==> src/rtl/uart_frame_arbiter.sv <==
// Round-robin arbiter that shares one UART byte transmitter among NREQ word producers.
// Frame: 4 raw data bytes (or 8 ASCII hex chars with UART_ARB_HEX_EN), source-ID byte, CR.
module uart_frame_arbiter #(
  parameter int unsigned NREQ    = 4,
  parameter int unsigned IDW     = 2,
  parameter logic [7:0]  ID_BASE = 8'h30
) (
  input  logic               clk,
  input  logic               rst_n,
  input  logic [NREQ-1:0]    req_valid,
  input  logic [32*NREQ-1:0] req_data,
  output logic [NREQ-1:0]    req_ready,
  output logic [7:0]         tx_data,
  output logic               tx_valid,
  input  logic               tx_ready,
  output logic               busy,
  output logic [IDW-1:0]     grant_id,
  output logic [15:0]        frame_count
);

`ifdef UART_ARB_HEX_EN
  localparam int unsigned NBYTES = 10;
`else
  localparam int unsigned NBYTES = 6;
`endif
  localparam int unsigned IDXW = $clog2(NBYTES);
  localparam logic [IDXW-1:0] LAST_IDX = IDXW'(NBYTES - 1);
  localparam logic [IDW-1:0]  LAST_RST = IDW'(NREQ - 1);

  typedef enum logic {IDLE, SEND} state_e;

  state_e          state_q, state_d;
  logic [31:0]     data_q, data_d;
  logic [IDW-1:0]  grant_q, grant_d;
  logic [IDW-1:0]  last_q, last_d;
  logic [IDXW-1:0] idx_q, idx_d;
  logic            busy_q, busy_d;
  logic            tx_valid_q, tx_valid_d;
  logic [7:0]      tx_data_q, tx_data_d;
  logic [15:0]     frame_count_q, frame_count_d;

  logic            found;
  logic [IDW-1:0]  win;
  logic [31:0]     win_data;
  logic            transfer;

  function automatic logic [7:0] hex_char(input logic [3:0] n);
    return (n < 4'd10) ? (8'h30 + {4'h0, n}) : (8'h37 + {4'h0, n});
  endfunction

  // Byte i of the frame carrying word d from requester id.
  function automatic logic [7:0] frame_byte(input logic [31:0] d, input logic [IDW-1:0] id,
                                            input logic [IDXW-1:0] i);
    logic [7:0] b;
    b = 8'h0D;
`ifdef UART_ARB_HEX_EN
    if (i < IDXW'(8)) begin
      b = hex_char(4'(d >> (5'd28 - 5'({i[2:0], 2'b00}))));
    end else if (i == IDXW'(8)) begin
      b = ID_BASE + 8'(id);
    end
`else
    if (i < IDXW'(4)) begin
      b = 8'(d >> (5'd24 - 5'({i[1:0], 3'b000})));
    end else if (i == IDXW'(4)) begin
      b = ID_BASE + 8'(id);
    end
`endif
    return b;
  endfunction

  // Round-robin winner: first valid index above last, else first valid at or below it.
  always_comb begin
    found    = 1'b0;
    win      = '0;
    win_data = '0;
    for (int unsigned j = 0; j < NREQ; j++) begin
      if (!found && req_valid[j] && (j > 32'(last_q))) begin
        found = 1'b1;
        win   = IDW'(j);
      end
    end
    for (int unsigned j = 0; j < NREQ; j++) begin
      if (!found && req_valid[j] && (j <= 32'(last_q))) begin
        found = 1'b1;
        win   = IDW'(j);
      end
    end
    for (int unsigned j = 0; j < NREQ; j++) begin
      if (IDW'(j) == win) win_data = req_data[32*j +: 32];
    end
  end

  assign transfer  = (state_q == IDLE) && found;
  assign req_ready = transfer ? (NREQ'(1) << win) : '0;

  // Next-state and registered-output logic.
  always_comb begin
    state_d       = state_q;
    data_d        = data_q;
    grant_d       = grant_q;
    last_d        = last_q;
    idx_d         = idx_q;
    busy_d        = busy_q;
    tx_valid_d    = tx_valid_q;
    tx_data_d     = tx_data_q;
    frame_count_d = frame_count_q;
    case (state_q)
      IDLE: begin
        if (transfer) begin
          state_d    = SEND;
          data_d     = win_data;
          grant_d    = win;
          last_d     = win;
          idx_d      = '0;
          busy_d     = 1'b1;
          tx_valid_d = 1'b1;
          tx_data_d  = frame_byte(win_data, win, '0);
        end
      end
      SEND: begin
        if (tx_ready) begin
          if (idx_q == LAST_IDX) begin
            state_d       = IDLE;
            idx_d         = '0;
            busy_d        = 1'b0;
            tx_valid_d    = 1'b0;
            frame_count_d = frame_count_q + 16'd1;
          end else begin
            idx_d     = idx_q + IDXW'(1);
            tx_data_d = frame_byte(data_q, grant_q, idx_q + IDXW'(1));
          end
        end
      end
      default: state_d = IDLE;
    endcase
  end

  always_ff @(posedge clk or negedge rst_n) begin
    if (!rst_n) begin
      state_q       <= IDLE;
      data_q        <= '0;
      grant_q       <= '0;
      last_q        <= LAST_RST;
      idx_q         <= '0;
      busy_q        <= 1'b0;
      tx_valid_q    <= 1'b0;
      tx_data_q     <= '0;
      frame_count_q <= '0;
    end else begin
      state_q       <= state_d;
      data_q        <= data_d;
      grant_q       <= grant_d;
      last_q        <= last_d;
      idx_q         <= idx_d;
      busy_q        <= busy_d;
      tx_valid_q    <= tx_valid_d;
      tx_data_q     <= tx_data_d;
      frame_count_q <= frame_count_d;
    end
  end

  assign tx_data     = tx_data_q;
  assign tx_valid    = tx_valid_q;
  assign busy        = busy_q;
  assign grant_id    = grant_q;
  assign frame_count = frame_count_q;

endmodule

==> config.mk <==
export PLATFORM = sky130hd
export DESIGN_NAME = uart_frame_arbiter
export DESIGN_NICKNAME = d
export VERILOG_FILES = /design/src/rtl/uart_frame_arbiter.sv
export SDC_FILE = /design/constraint.sdc
export NUM_CORES = 1
export LEC_CHECK = 0
export CORE_MARGIN = 1
export CORE_UTILIZATION = 25
export DETAILED_ROUTE_END_ITERATION = 10
export HOLD_SLACK_MARGIN = 0.1
export PLACE_DENSITY = 0.5
export SYNTH_ARGS = -nofsm -noshare
export SYNTH_HDL_FRONTEND = slang
export SYNTH_SLANG_ARGS = --single-unit
==> constraint.sdc <==
create_clock -name clk -period 2.3 [get_ports clk]
set_input_delay 0.46 -clock clk [delete_from_list [all_inputs] [get_ports clk]]
set_output_delay 0.46 -clock clk [all_outputs]
set_load 0.1 [all_outputs]
* Word-level counts from Yosys, hierarchy flattened
Index checks and enable logic that the tools add are counted.
** Cells by class
- Add/sub/neg operators :: 4
- Multipliers :: 0
- Divide/modulo/power cells :: 0
- $lt $le $gt $ge :: 7
- Eq/ne operators :: 9
- Shift operators :: 2
- Mux-type cells :: 37
- Bitwise operators :: 1
- Reductions and logical operators :: 25
** Operator list (number)
- $mux 32 :: 4
- $mux 8 :: 4
- $shr 32x5->8 :: 1
- $add 16x1->16 const B :: 1
- $pmux 8 s2 :: 1
- $mux 1 :: 14
- $logic_and 1x1->1 :: 13
- $mux 2 :: 6
- $mux 3 :: 3
- $reduce_and 3->1 :: 3
- $add 6x2->7 const A :: 1
- $mux 7 :: 1
- $eq 3x3->1 const B :: 2
- $logic_not 1->1 :: 6
- $ne 2x2->1 const B :: 3
- $pmux 3 s2 :: 1
- $sub 5x5->5 const A :: 1
- $eq 2x2->1 const A :: 2
- $gt 2x2->1 const A :: 2
- $le 2x2->1 const A :: 2
- $mux 4 :: 1
- $pmux 1 s2 :: 2
- $reduce_and 2->1 :: 2
- $shl 1x2->4 const A :: 1
- other kinds (8) :: 8
** Word-level totals
- Flip-flop bits (word level) :: 65
- Bits in latches :: 0
- Memory bits (writable) :: 0
- ROM bits :: 0
- Output and inout bits :: 32
- Memories kept :: 0

* Logic depth before layout (Yosys ltp)
Gate-level depths: netlist of the first run.
- Depth after elaboration :: 33
- Depth in mapped cells :: 9
- Gate-level depth less buffers :: 7

* Worst setup path before layout of the first run
Ideal clock, no wire load.
- Path kind :: input-to-output
- Start point :: input port req_valid[1]
- End point :: output port req_ready[0]
- Arrival time :: 2738 ps
- Setup slack :: -898 ps
- Stages :: 8
- Buffers on the path :: 3
- Cells stage by stage :: buf_4 > nor2b_4 > o21ai_0 > o311a_1 > buf_4 > buf_2 > nand2_1 > nor2_1
** Between the ends
- Word-level cells in the longest chain between the ends :: 27
** RTL lines
- start, declared :: line 10 : input logic [NREQ-1:0] req_valid,
- $logic_and 1x1->1 :: line 78 : if (!found && req_valid[j] && (j > 32'(last_q))) begin
- $mux 1 :: line 78
- $logic_not 1->1 :: line 78
- $logic_and 1x1->1 (2 in a row) :: line 78
- $mux 1 :: line 78
- $logic_not 1->1 :: line 78
- $logic_and 1x1->1 (2 in a row) :: line 78
- $mux 1 :: line 78
- (+7 left out)
- $logic_not 1->1 :: line 84 : if (!found && req_valid[j] && (j <= 32'(last_q))) begin
- $logic_and 1x1->1 (2 in a row) :: line 84
- $mux 1 :: line 84
- $logic_not 1->1 :: line 84
- $logic_and 1x1->1 (2 in a row) :: line 84
- $mux 2 / $mux 1 (equally long branches) :: line 84
- $shl 1x2->4 / $logic_and 1x1->1 (equally long branches) :: line 95, 94
- $mux 4 (*) :: line 95 : assign req_ready = transfer ? (NREQ'(1) << win) : '0;
- end, declared :: line 12 : output logic [NREQ-1:0] req_ready,
Every way passes the cells marked *; elsewhere a longest branch is shown, timed or not.

* Worst setup path in the final report of the first run
- Start point :: input port req_valid[3]
- End point :: output port req_ready[2]
** Between the ends
- Word-level cells in the longest chain between the ends :: 20
** RTL lines (line)
- $logic_and 1x1->1 (2 in a row) :: 78
- $mux 1 :: 78
- $logic_not 1->1 :: 84
- $logic_and 1x1->1 :: 84
- $mux 1 :: 84
- $logic_not 1->1 :: 84
- $logic_and 1x1->1 (2 in a row) :: 84
- $mux 1 :: 84
- $logic_not 1->1 :: 84
- $logic_and 1x1->1 (2 in a row) :: 84
- $mux 1 :: 84
- $logic_not 1->1 :: 84
- $logic_and 1x1->1 (2 in a row) :: 84
- $mux 2 / $mux 1 (equally long branches) :: 84
- $shl 1x2->4 / $logic_and 1x1->1 (equally long branches) :: 95, 94
- $mux 4 (*) :: 95
Marked as above.

==> results of run 1 <==
-- stage by stage --
stage	power, W	setup WS (ps)	hold slack [ps]
CTS	0.00781	6.84	160
finish	0.00776	17.7	145
global route	0.00828	-43.2	184
global placement	0.00639	-255	457
detailed placement	0.00642	-298	470
floorplan	0.00495	-6.55	164
-- flip-flops by register name, indices dropped and copies added, names as in the netlist --
signal       count
data_q          32
frame_count     16
tx_data          8
idx_q            3
grant_id         2
last_q           2
state_q          1
tx_valid         1
-- worst paths after layout --
kind	start	to	slack (ps)	cells after the start
worst max register to register	last_q[0]	data_q[7]	210	8
worst min-delay path	rst_n	data_q[28]	150	1
max in group asynchronous	rst_n	frame_count[8]	1540	2
worst min register to register	frame_count[15]	frame_count[15]	470	1
min in group clk	frame_count[15]	frame_count[15]	470	1
worst max-delay path	req_valid[3]	req_ready[2]	20	6
-- worst max-delay path, cell delays in order --
cell and delay [ps]:
sky130_fd_sc_hd__dlygate4sd2_1 330, sky130_fd_sc_hd__buf_4 190, sky130_fd_sc_hd__nor4_4 370, sky130_fd_sc_hd__nor2_4 110
sky130_fd_sc_hd__and3_4 200, sky130_fd_sc_hd__buf_12 160
-- report_power, final --
group	switching [W]	total, W	internal, W
registers	0.000372	0.00197	0.00160
logic	0.00268	0.00456	0.00189
clock network	0.000506	0.00123	0.000725
total	0.00355	0.00776	0.00421
-- kinds of logic (layout without fill, tap and decap cells) --
group                    count (synthesis)  in the layout  share of synthesized area, %
XOR/XNOR                                18             18                          3.96
adder cells (fa/ha/maj)                  3              3                         0.943
flip-flops                              65             65                          40.9
multiplexers                            12             12                          5.25
AO/OA/AOI/OAI                          145            145                          27.3
AND/OR/NAND/NOR                        122            122                          14.6
buffers and inverters                   50            266                          7.04
-- cells in the final DEF, fill, tap and decap left out, types with 5 or more instances in the layout --
cell / n
sky130_fd_sc_hd__a21oi_1: 16
sky130_fd_sc_hd__a221oi_1: 17
sky130_fd_sc_hd__a22oi_1: 10
sky130_fd_sc_hd__a31oi_1: 22
sky130_fd_sc_hd__buf_12: 9
sky130_fd_sc_hd__buf_4: 91
sky130_fd_sc_hd__clkbuf_16: 9
sky130_fd_sc_hd__clkdlybuf4s50_1: 129
sky130_fd_sc_hd__dfrtp_1: 63
sky130_fd_sc_hd__inv_1: 14
sky130_fd_sc_hd__mux4_2: 7
sky130_fd_sc_hd__nand2_1: 23
sky130_fd_sc_hd__nand3_1: 14
sky130_fd_sc_hd__nor2_1: 50
sky130_fd_sc_hd__o21a_1: 6
sky130_fd_sc_hd__o21ai_0: 17
sky130_fd_sc_hd__o221ai_1: 19
sky130_fd_sc_hd__o22ai_1: 5
sky130_fd_sc_hd__o31ai_1: 7
sky130_fd_sc_hd__xnor2_1: 11
sky130_fd_sc_hd__xor2_1: 7
-- area by class of cell --
| type | instances | area share (%) |
|---|---|---|
| Timing Repair Buffer | 235 | 33.5 |
| Clock buffer | 11 | 3.54 |
| Inverter | 15 | 0.855 |
| Multi-Input combinational cell | 300 | 32.9 |
| Tap cell | 211 | 4.01 |
| Sequential cell | 65 | 24.7 |
| Clock inverter | 5 | 0.494 |
-- what timing repair did --
| item | 4_1_cts | 5_1_grt |
|---|---|---|
| gates resized for setup | 9 | 5 |
| hold buffers | 0 | 0 |
| pin swaps | 2 | 3 |
| setup buffers | 8 | 1 |
| endpoints found under the setup margin | 4 | 4 |
-- per-layer routing --
| metal | vias to the layer above | track usage (%) |
|---|---|---|
| li1 | 2000 | - |
| met1 | 2002 | 22.5 |
| met2 | 125 | 31.9 |
| met3 | 23 | 3.96 |
| met4 | 0 | 7.20 |
| met5 | - | 0 |
==> results.md, run 1 <==
- Min Clock Period, post-route: 2280 ps
- DP HPWL: 11.7 mm
- Crit path max fanout: 8
- Critical Setup Path Class: in -> out
- Power per standard cell area: 1180 nW/µm²
- Die X-Extent: 128 µm
- Number of flops mapped to enable cells by yosys: 0
- Wire length of the first global-routing pass: 22.9 mm
- Actual transition at the worst max-transition pin: 624 ps
- Cell types occupying the most area after synthesis: sky130_fd_sc_hd__dfrtp_1 (40%), sky130_fd_sc_hd__nor2_1 (5.1%), sky130_fd_sc_hd__o221ai_1 (4.2%), sky130_fd_sc_hd__mux4_2 (4.0%), sky130_fd_sc_hd__a221oi_1 (3.7%)
- Final global-route overflow total: 0
- H-Tree Level Count: 3
- Final core utilization: 42.8%
- Number of CTS-inserted buffers: 9
- Vias: 4150
- DRC errors left: 0
- Inserted Diodes: 0
- Number of antenna violations at the first check in global routing: 0
- Required time of the worst setup path: 1840 ps
- Number of standard cells in the layout, taps in and fillers out: 842
- Status: finished, final reports clean
- Layout Cell Area excl Fill: 6580 µm²
- Max frequency: 0.438 GHz
- Final clock skew: 6.06 ps
- Placed Area: 6210 µm²
- Maximum number of buffers from clock root to sink: 2
- Count of port buffers added during placement: 166
- Initial standard-cell utilization of the core: 25.9%
- Async S/R FF share, synth: 100%
- Largest area contributor in the synthesized netlist: sky130_fd_sc_hd__dfrtp_1
- Final Max Slew Viols: 0
- Top routing layer in use: met4
- Syn-to-layout area delta: 65.4%
- Category of the worst setup path capture point: output pin
- Max_slew headroom: 58.4%
- Clock tree from TritonCTS: built
- Synth top cells by count: sky130_fd_sc_hd__dfrtp_1 (63), sky130_fd_sc_hd__nor2_1 (54), sky130_fd_sc_hd__nand2_1 (25)
- Final-stage net count: 764
- Antenna Violating Nets Remaining: 0
- Vias in the first global route: 4321
- Amount of wire on met3 after detailed routing: 748 µm
- Startpoint class of the critical path: input pin
- 1st-iter DRT viols: 162
- Clock Tree Root: sky130_fd_sc_hd__clkbuf_16
- Average vias per placed instance: 4.93
- Sequential standard cell area: 1630 µm²
- Unique cell type count in the Yosys netlist: 57
- RSZ-0062 raised after global routing: yes
- Mean area per synthesized cell: 9.59 µm²
- CTS clk-pin slew, worst paths: 60 ps
- Arrival time reported for the critical path endpoint: 1820 ps
- Count of clock tree sinks: 65
- Top-count cell post-synth: sky130_fd_sc_hd__dfrtp_1
- Total count of hold-check failures in the final report: 0
- Finish-stage setup viols: 0
- Y dimension of the die: 128 µm
- Net count of the mapped netlist: 553
- Post-Synthesis Cell Area: 3980 µm²
- Leakage: 2.74 nW
- Max capacitance violation total: 0
- Final estimated routing congestion in global placement: 0.887
- I/O Pins: 167
- First-pass detailed-route iteration total: 5
- Highest ir drop seen on vdd: 0.521 mV
- Total negative setup slack: 0 ps
- Post-synthesis sequential area ratio: 40.9%
- Total area of multi-input combinational cells: 2170 µm²
- Number of warnings printed during yosys synthesis: 0
- Most common flop cell mapped by yosys: sky130_fd_sc_hd__dfrtp_1
- Floorplan die area: 16400 µm²
- Detailed Route WL: 14.8 mm
- Tot GR Track Use: 18.5%
- Worst min-delay path category: in -> async
- Met2 wire len: 7.35 mm
- Share of post-route cells with drive strength above 1: 24.4%
- Clock latency at the later pin of the worst-skew pair: 330 ps
- Fraction of synthesized cell area taken by the top area cell type: 39.6%
- Routed WL per cell: 17.6 µm
- Final cycle utilization of the critical path: 99.2%
- Cell row count: 45
- Metal1 wirelength: 6.35 mm
- Number of placed instances with taps included: 817
- Largest net degree at the start of global routing: 41
- Floorplan Core Area: 15400 µm²
- Count of state elements after synthesis: 65
- Count of mapped cells out of synthesis: 415
- Fillcell total: 1494
Note: power is estimated with default switching activity, not from simulation.
==> inputs of run 2 (changes only) <==
Settings changed: CAP_MARGIN from default to 40, CTS_CLUSTER_DIAMETER from default to 30.
==> results of run 2 <==
The final DEF is identical to that of run 1; final timing and power are the same.
==> inputs of run 3 (changes only) <==
Settings changed: GPL_TIMING_DRIVEN from default to 0.
==> results.md, run 3 (synthesis gave the netlist of run 1 again) <==
- Failing checks: setup timing
- Total count of hold-check failures in the final report: 0 (unchanged)
- Highest ir drop seen on vdd: 0.715 mV (+37%)
- Layout Cell Area excl Fill: 7020 µm² (+6.6%)
- I/O Pins: 167 (unchanged)
- Most frequent standard cell in the layout excluding fill and tap cells: sky130_fd_sc_hd__clkdlybuf4s50_1
- Min Clock Period, post-route: 2410 ps (+128 ps)
- Clock Tree Root: sky130_fd_sc_hd__clkbuf_16
- Worst slack, placed: -1250 ps (-952 ps)
- Finish-stage setup viols: 4 (+4)
- Share of post-route cells with drive strength above 1: 20.5% (-3.9 points)
- Actual transition at the worst max-transition pin: 637 ps (+13.7 ps)
- 1st-iter DRT viols: 172 (+6.2%)
- Flip-flop count of the largest register after layout: 32 (unchanged)
- Worst min-delay path category: reg -> reg
- Floorplan Core Area: 15400 µm² (unchanged)
- Largest register by flop count: data_q
- Maximum number of buffers from clock root to sink: 2 (unchanged)
- Total negative setup slack: -352 ps (-352 ps)
- Most frequent cells in the layout: sky130_fd_sc_hd__clkdlybuf4s50_1 (157), sky130_fd_sc_hd__dfrtp_1 (63), sky130_fd_sc_hd__nor2_1 (50), sky130_fd_sc_hd__buf_4 (23), sky130_fd_sc_hd__nand2_1 (23)
- Worst Slack Setup Final: -110 ps (-128 ps)
- Startpoint class of the critical path: flop
- Placed Area: 6530 µm² (+5.1%)
- Tot GR Track Use: 20.4% (+1.9 points)
- Top delay family on crit path: flip-flops
- Final global-route overflow total: 0 (unchanged)
- Required time of the worst setup path: 1840 ps (about the same)
- Average vias per placed instance: 5.07 (+2.9%)
- DRC errors left: 0 (unchanged)
- Count of clock tree sinks: 65 (unchanged)
- Critical Setup Path Class: reg -> out
- Leakage: 2.84 nW (+3.8%)
- Vias in the first global route: 4505 (+4.3%)
- Category of the worst setup path capture point: output pin
- Launch instance of the worst register-to-register path: last_q[1]
- Floorplan die area: 16400 µm² (unchanged)
- First-pass detailed-route iteration total: 4 (-1)
- Inserted Diodes: 0 (unchanged)
- Final clock skew: 9.17 ps (+3.11 ps)
- Power per standard cell area: 1230 nW/µm² (+3.9%)
- Number of CTS-inserted buffers: 9 (unchanged)
- Syn-to-layout area delta: 76.3%
- Cell-by-cell trace of the critical path: nor2b_4, o21ai_2, o311a_1, buf_6, buf_12, and3_4, buf_16
- Final Max Slew Viols: 0 (unchanged)
- Number of antenna violations at the first check in global routing: 0 (unchanged)
- DP HPWL: 12.2 mm (+4.2%)
- Clock latency at the later pin of the worst-skew pair: 340 ps (about the same)
- Die X-Extent: 128 µm (unchanged)
- Routed WL per cell: 19.0 µm (+8.1%)
- Flop-to-flop setup slack: 140 ps (-70 ps)
- RSZ-0062 raised after global routing: yes
- Max frequency: 0.415 GHz (-5.3%)
- Start point of the critical path: last_q[0]
- Wire length of the first global-routing pass: 25.0 mm (+9.2%)
- Vias: 4307 (+3.8%)
- Critical path's slowest cell: sky130_fd_sc_hd__dfstp_2
- Count of port buffers added during placement: 163 (-1.8%)
- Largest net degree at the start of global routing: 35 (-15%)
- Max_slew headroom: 57.5% (-0.91 points)
- Initial standard-cell utilization of the core: 25.9% (unchanged)
- Final-stage net count: 771 (+0.92%)
- Delay contributed by the slowest stage of the critical path: 610 ps (+240 ps)
- Final estimated routing congestion in global placement: 0.852 (-4.0%)
- Cell row count: 45 (unchanged)
- Max capacitance violation total: 0 (unchanged)
- Final cycle utilization of the critical path: 105% (+5.6 points)
- Antenna Violating Nets Remaining: 0 (unchanged)
- H-Tree Level Count: 3 (unchanged)
- Arrival time reported for the critical path endpoint: 1950 ps (+130 ps)
- Count of buffer and inverter cells on the critical path: 3 (unchanged)
- CTS clk-pin slew, worst paths: 60 ps (about the same)
- Status: complete, but fails checks
- Detailed Route WL: 16.1 mm (+9.0%)
- Clock tree from TritonCTS: built
- Hold path startpoint: frame_count[15]
- Crit path max fanout: 4 (-4)
- Y dimension of the die: 128 µm (unchanged)
[run 3: cell types whose count changed in the layout (fill, tap and decap cells not counted), sizes merged]
cell           previous run  this run
dlygate4sd3               0         1
clkbuf                   12        27
bufinv                    0         1
clkdlybuf4s15             0         1
clkinvlp                  3         0
dlygate4sd2               3         0
clkdlybuf4s50           129       157
buf                     102        69
[run 3: worst paths after layout]
check                             endpoint  cells after the start
max                           req_ready[2]                      7
min                        frame_count[15]                      1
max reg2reg                      data_q[6]                      7
min reg2reg                frame_count[15]                      1
max in group asynchronous       data_q[29]                      3
min in group asynchronous   frame_count[2]                      2
[run 3: power by group]
| part | total (W) | leakage, nW | internal, W | switching (W) |
|---|---|---|---|---|
| Sequential | 0.00200 | 0.768 | 0.00160 | 0.000407 |
| Combinational | 0.00522 | 1.93 | 0.00234 | 0.00287 |
| Clock | 0.00138 | 0.144 | 0.000866 | 0.000512 |
[run 3: layout make-up]
class	instances	area, µm²
flip-flops and latches	65	1630
inverters	15	56.3
clock inverters	3	40.0
plain buffers	33	277
repair buffers	209	2340
well taps	211	264
clock buffers	13	250
multi-input cells	300	2160
fillers	1463	8350
[run 3: stage by stage]
step | power (W) | cells | hold WS, ps | utilization, %
finish | 0.00860 | 849 | 473 | 45.6
global route | 0.00908 | 849 | 504 | 45.6
CTS | 0.00860 | 845 | 478 | 45.3
detailed placement | 0.00694 | 822 | 445 | 42.5
global placement | 0.00627 | 789 | 461 | 38.6
floorplan | 0.00495 | 415 | 164 | -
[run 3: what timing repair did]
action,in CTS,in global routing
buffers inserted,11,5
resized for setup,24,16
hold buffers,1,0
pin swaps,7,5
endpoints found under the setup margin,42,34
hold endpoints to repair,27,0
[run 3: metal layers]
| layer | global-route usage, % | vias to the layer above | wire length [µm] |
|---|---|---|---|
| li1 | - | 2010 | - |
| met1 | 25.8 | 2132 | 7140 |
| met3 | 4.30 | 22 | 716 |
| met2 | 34.6 | 143 | 7940 |
| met4 | 6.85 | 0 | 317 |
| met5 | 0 | - | 0 |
